File: config.mk
export PLATFORM = sky130hd
export DESIGN_NAME = regfile_multiport
export DESIGN_NICKNAME = d
export VERILOG_FILES = /design/src/rtl/regfile_pkg.sv /design/src/rtl/regfile_read_port.sv /design/src/rtl/regfile_multiport.sv
export SDC_FILE = /design/constraint.sdc
export NUM_CORES = 1
export LEC_CHECK = 0
export CORE_MARGIN = 2
export CORE_UTILIZATION = 50
export CTS_BUF_LIST = sky130_fd_sc_hd__clkbuf_2 sky130_fd_sc_hd__clkbuf_4 sky130_fd_sc_hd__clkbuf_8
export DETAILED_ROUTE_END_ITERATION = 8
export PLACE_DENSITY = 0.81
export SYNTH_ARGS = -nofsm -noshare
export SYNTH_HDL_FRONTEND = slang
export SYNTH_SLANG_ARGS = --single-unit
File: constraint.sdc
create_clock -name clk -period 3.65 [get_ports clk]
set_input_delay 0.73 -clock clk [delete_from_list [all_inputs] [get_ports clk]]
set_output_delay 0.73 -clock clk [all_outputs]
set_load 0.02 [all_outputs]
File: src/rtl/regfile_pkg.sv
// Shared types and helpers for the multiport register file: clear-FSM states and
// one-hot enable decoding sized for the largest supported bank (32 registers).
package regfile_pkg;

    localparam int MAX_REGS = 32;
    localparam int IDX_W    = 5;

    typedef enum logic [1:0] {
        IDLE,
        CLEAR,
        DONE
    } state_t;

    typedef struct packed {
        logic             valid;
        logic [IDX_W-1:0] idx;
    } idx_t;

    function automatic logic is_onehot(input logic [MAX_REGS-1:0] v);
        return (v != '0) && ((v & (v - 32'd1)) == '0);
    endfunction

    function automatic idx_t onehot_to_idx(input logic [MAX_REGS-1:0] v);
        idx_t r;
        r.valid = is_onehot(v);
        r.idx   = '0;
        for (int i = 0; i < MAX_REGS; i++) begin
            if (v[i]) r.idx = IDX_W'(i);
        end
        return r;
    endfunction

endpackage

File: src/rtl/regfile_read_port.sv
// One combinational read port: address mux over the array with optional
// same-cycle forwarding of an accepted write.
module regfile_read_port #(
    parameter int  WIDTH  = 16,
    parameter int  NREGS  = 8,
    parameter int  BYPASS = 1,
    localparam int AW     = $clog2(NREGS)
) (
    input  logic [WIDTH-1:0] regs [NREGS],
    input  logic [AW-1:0]    addr,
    input  logic             wr_hit,
    input  logic [AW-1:0]    wr_idx,
    input  logic [WIDTH-1:0] wr_data,
    output logic [WIDTH-1:0] data
);

    always_comb begin
        if ((BYPASS != 0) && wr_hit && (wr_idx == addr)) begin
            data = wr_data;
        end else begin
            data = regs[addr];
        end
    end

endmodule

File: src/rtl/regfile_multiport.sv
// NREGS x WIDTH register bank: one one-hot write port, two read ports, illegal
// enable detection and a sequenced bulk-clear sweep (IDLE -> CLEAR -> DONE).
module regfile_multiport
    import regfile_pkg::*;
#(
    parameter int              WIDTH     = 16,
    parameter int              NREGS     = 8,
    parameter int              BYPASS    = 1,
    parameter logic [WIDTH-1:0] RESET_VAL = '0,
    localparam int             AW        = $clog2(NREGS)
) (
    input  logic             clk,
    input  logic             rst_n,
    input  logic [NREGS-1:0] wr_en,
    input  logic [WIDTH-1:0] wr_data,
    output logic             wr_ready,
    output logic             wr_err,
    input  logic [AW-1:0]    rd_addr_a,
    output logic [WIDTH-1:0] rd_data_a,
    input  logic [AW-1:0]    rd_addr_b,
    output logic [WIDTH-1:0] rd_data_b,
    input  logic             clr_req,
    output logic             clr_busy,
    output logic             clr_done
);

    state_t           state_q, state_d;
    logic [AW-1:0]    ptr_q;
    logic [WIDTH-1:0] mem [NREGS];

    idx_t             hit;
    logic             wr_ok;
    logic             multi_hot;
    logic [AW-1:0]    wr_idx;

    assign hit       = onehot_to_idx(MAX_REGS'(wr_en));
    assign wr_ok     = wr_ready && hit.valid;
    assign wr_idx    = hit.idx[AW-1:0];
    assign multi_hot = (wr_en & (wr_en - NREGS'(1))) != '0;

    // NOTE: sequential state uses <= so every flop samples pre-edge values;
    // blocking here would let one register see another's new value in the same edge.
    always_ff @(posedge clk or negedge rst_n) begin
        if (!rst_n) begin
            state_q <= IDLE;
            ptr_q   <= '0;
            wr_err  <= 1'b0;
        end else begin
            state_q <= state_d;
            // Dropped writes during CLEAR are not flagged as illegal.
            wr_err  <= wr_ready && multi_hot;
            // NREGS is a power of two, so the increment wraps to 0 after the last index.
            if (state_q == CLEAR) ptr_q <= ptr_q + AW'(1);
        end
    end

    // NOTE: the array is reset explicitly because reset must load RESET_VAL into
    // every register immediately; a plain RAM macro without reset cannot be used.
    always_ff @(posedge clk or negedge rst_n) begin
        if (!rst_n) begin
            for (int i = 0; i < NREGS; i++) mem[i] <= RESET_VAL;
        end else if (state_q == CLEAR) begin
            mem[ptr_q] <= RESET_VAL;
        end else if (wr_ok) begin
            mem[wr_idx] <= wr_data;
        end
    end

    // NOTE: every always_comb output gets a default first so no path infers a latch.
    always_comb begin
        state_d = state_q;
        case (state_q)
            IDLE:    if (clr_req) state_d = CLEAR;
            CLEAR:   if (ptr_q == AW'(NREGS - 1)) state_d = DONE;
            DONE:    state_d = IDLE;
            default: state_d = IDLE;
        endcase
    end

    always_comb begin
        wr_ready = (state_q != CLEAR);
        clr_busy = (state_q == CLEAR);
        clr_done = (state_q == DONE);
    end

    regfile_read_port #(.WIDTH(WIDTH), .NREGS(NREGS), .BYPASS(BYPASS)) u_port_a (
        .regs    (mem),
        .addr    (rd_addr_a),
        .wr_hit  (wr_ok),
        .wr_idx  (wr_idx),
        .wr_data (wr_data),
        .data    (rd_data_a)
    );

    regfile_read_port #(.WIDTH(WIDTH), .NREGS(NREGS), .BYPASS(BYPASS)) u_port_b (
        .regs    (mem),
        .addr    (rd_addr_b),
        .wr_hit  (wr_ok),
        .wr_idx  (wr_idx),
        .wr_data (wr_data),
        .data    (rd_data_b)
    );

endmodule

==> metrics.txt <==
# diodes 0; Layout area overhead 20.48%; Finish-stage setup viols 0; die height 128.9 µm; share of cells above drive strength 1 0.3430; DPL Wire Length 15350 µm; clk buf depth 2; RR Startpoint state_q[1]; RePlAce Congestion 0.8220; initial antenna violation count 0; Tot Pwr 4.564 mW; fmax 276.7 MHz; top_reg_cell synth dfrtp_1; Initial Util 0.5127; synthesis-stage register bit count 134; CTS clk-pin slew, worst paths 0.08 ns; sequential area share after synthesis 0.4302; Worst path max stage delay 0.38 ns; Final ANT Viol Nets 0; GRT Resource Usage Total 0.3145; Synth Warn # 0; WP buf/inv 3; hold_buf cts 0; vias in the first global route 7035; VDD IR max 0.0003401 V; dpl ws -0.5387 ns; CTS root buf clkbuf_8; worst skew pair latency 0.46 ns; minimum clock period 3.614 ns; Synth cell types 42; GR Overflow Total 0; worst hold path type primary input to asynchronous set/reset pin; Tcrit/Tclk final 0.9903; die area 16600 µm²; Pwr Density 486.1 nW/µm²; Mapped Nets 741; FF-to-FF path depth 6; H-tree depth 4; Mapped Cells 706; Crit Path Class primary input to output port; DRT iter0 DRCs 796; Pre-antenna DRT Iters 5; Slew headroom 0.2983; Mean Syn Cell Area 11.04 µm²; io pins 69; required time of the critical path 2.92 ns; CP Max Fanout 6; TritonCTS clock tree done; Post-Syn Area 7794 µm²; Post-synth ARST share 1.000; maxcap violations 0; die width 128.9 µm; worst slew pin tran 1.050 ns; Startpoint Class primary input; DR vias 6569; Final WS setup 0.03558 ns; CORE AREA 15200 µm²; clock sinks 134; FF-to-FF End mem[101]; first-pass GRT wire length 39050 µm; crit path cell chain dlygate4sd2_1, nand2b_1, a211oi_4, nor3_1, o211ai_4, buf_6, mux2_2, buf_2; Post-route DRC 0; status completed; leak pwr 4.288 nW; Worst EP arrival 2.88 ns; wire per inst 24.78 µm; routed vias/inst 6.676; Rows 45; Final Hold Fails 0; Slew Limit Fails 0; Post-synth EDFFs 0; slowest library cell on the worst path o211ai_4; Critical Path Sink Type output port; largest net degree at the start of global routing 135; Routed WL 24390 µm; R2R Setup Slk 1.12 ns; placed cells 944; Clock Skew 0.01438 ns; # nets final 820; Hold WS 0.3418 ns; Port Buffer Count 68; non-filler cells, final 984; CP top delay family compound AO/OA/AOI/OAI gates; cts bufs inserted 17
==> where the power goes <==
group | internal [mW] | total [mW] | switching, mW
Clock | 0.696 | 1.30 | 0.600
Combinational | 0.560 | 1.36 | 0.802
Sequential | 1.71 | 1.91 | 0.194
==> through the flow <==
step	utilization	TNS [ns]	cell area [µm²]
floorplan	-	0	7794
global placement	0.5891	-13.45	8955
detailed placement	0.5891	-15.48	8955
CTS	0.6170	0	9380
global route	0.6177	-0.006057	9390
finish	0.6177	0	9390
==> final cells by class <==
type                       count  area (µm²)
timing repair buffer         129        1159
tap                          188       235.2
clock inverter                11       151.4
clock buffer                  19       255.2
inverter                       3       11.26
sequential                   134        3353
multi-input combinational    500        4225
fill                        1154        5812
==> routing by layer <==
| metal | routed length, µm | track usage |
|---|---|---|
| met3 | 2315 | 0.06528 |
| met2 | 12040 | 0.5073 |
| met1 | 8570 | 0.3912 |
| met4 | 1460 | 0.1963 |
| met5 | 0 | 0 |
==> Yosys cell counts, types with 5 or more instances <==
library cell,count,area share
nand3_1,38,0.024
dfrtp_1,134,0.43
nor2b_1,6,0.0048
clkbuf_1,55,0.026
nor2_1,11,0.0053
o21ai_0,48,0.031
mux2_2,64,0.092
mux4_2,64,0.18
a22o_1,48,0.054
nor3_1,5,0.0032
nand2_1,173,0.083
buf_2,8,0.0051
==> cell families (layout without fill, tap and decap cells) <==
| logic type | count (synthesis) | count (layout) | synth area share |
|---|---|---|---|
| AO/OA/AOI/OAI | 118 | 118 | 0.1087 |
| XOR/XNOR | 3 | 3 | 0.003372 |
| adder cells (fa/ha/maj) | 2 | 2 | 0.003210 |
| buffers and inverters | 72 | 162 | 0.03789 |
| flip-flops | 134 | 134 | 0.4302 |
| multiplexers | 129 | 129 | 0.2787 |
| AND/OR/NAND/NOR | 248 | 248 | 0.1379 |
==> registers in the layout, indices dropped and copies added (netlist names) <==
register and cells:
mem 128, state_q 2, ptr_q 3, wr_err 1
==> how the worst max path moves through the flow <==
stage	start	endpoint	depth (start not counted)
floorplan	rd_addr_a[0]	rd_data_a[10]	5
global placement	wr_en[2]	rd_data_b[1]	8
detailed placement	wr_en[5]	rd_data_b[15]	7
CTS	wr_en[4]	rd_data_a[5]	9
global route	wr_en[2]	rd_data_a[5]	9
finish	wr_en[2]	rd_data_b[1]	8
==> placed cells by master (no fill, tap or decap), types with 3 or more instances in the layout <==
master / Yosys / layout
mux2_2: 64 / 63
clkinv_4: 0 / 4
buf_6: 2 / 5
clkdlybuf4s50_1: 0 / 25
o211ai_1: 4 / 4
clkbuf_8: 0 / 18
dfrtp_1: 134 / 134
bufinv_16: 0 / 3
o21ai_0: 48 / 48
inv_1: 3 / 3
buf_2: 8 / 30
o21a_1: 4 / 4
nor2b_1: 6 / 6
xnor2_1: 3 / 3
buf_4: 0 / 48
mux4_2: 64 / 64
nand3_1: 38 / 37
nand2_1: 173 / 173
buf_12: 0 / 11
a22o_1: 48 / 48
dlygate4sd2_1: 0 / 5
nor2_1: 11 / 10
nor3_1: 5 / 3
==> repair_timing <==
item                                    4_1_cts  5_1_grt
endpoints found under the hold margin         0        0
pin swaps                                     7        4
gates cloned                                  2        0
endpoints found under the setup margin       32       32
gates resized for setup                     159        5
setup buffers                                 9        1
No activity file was read; power rests on OpenSTA's default activity.
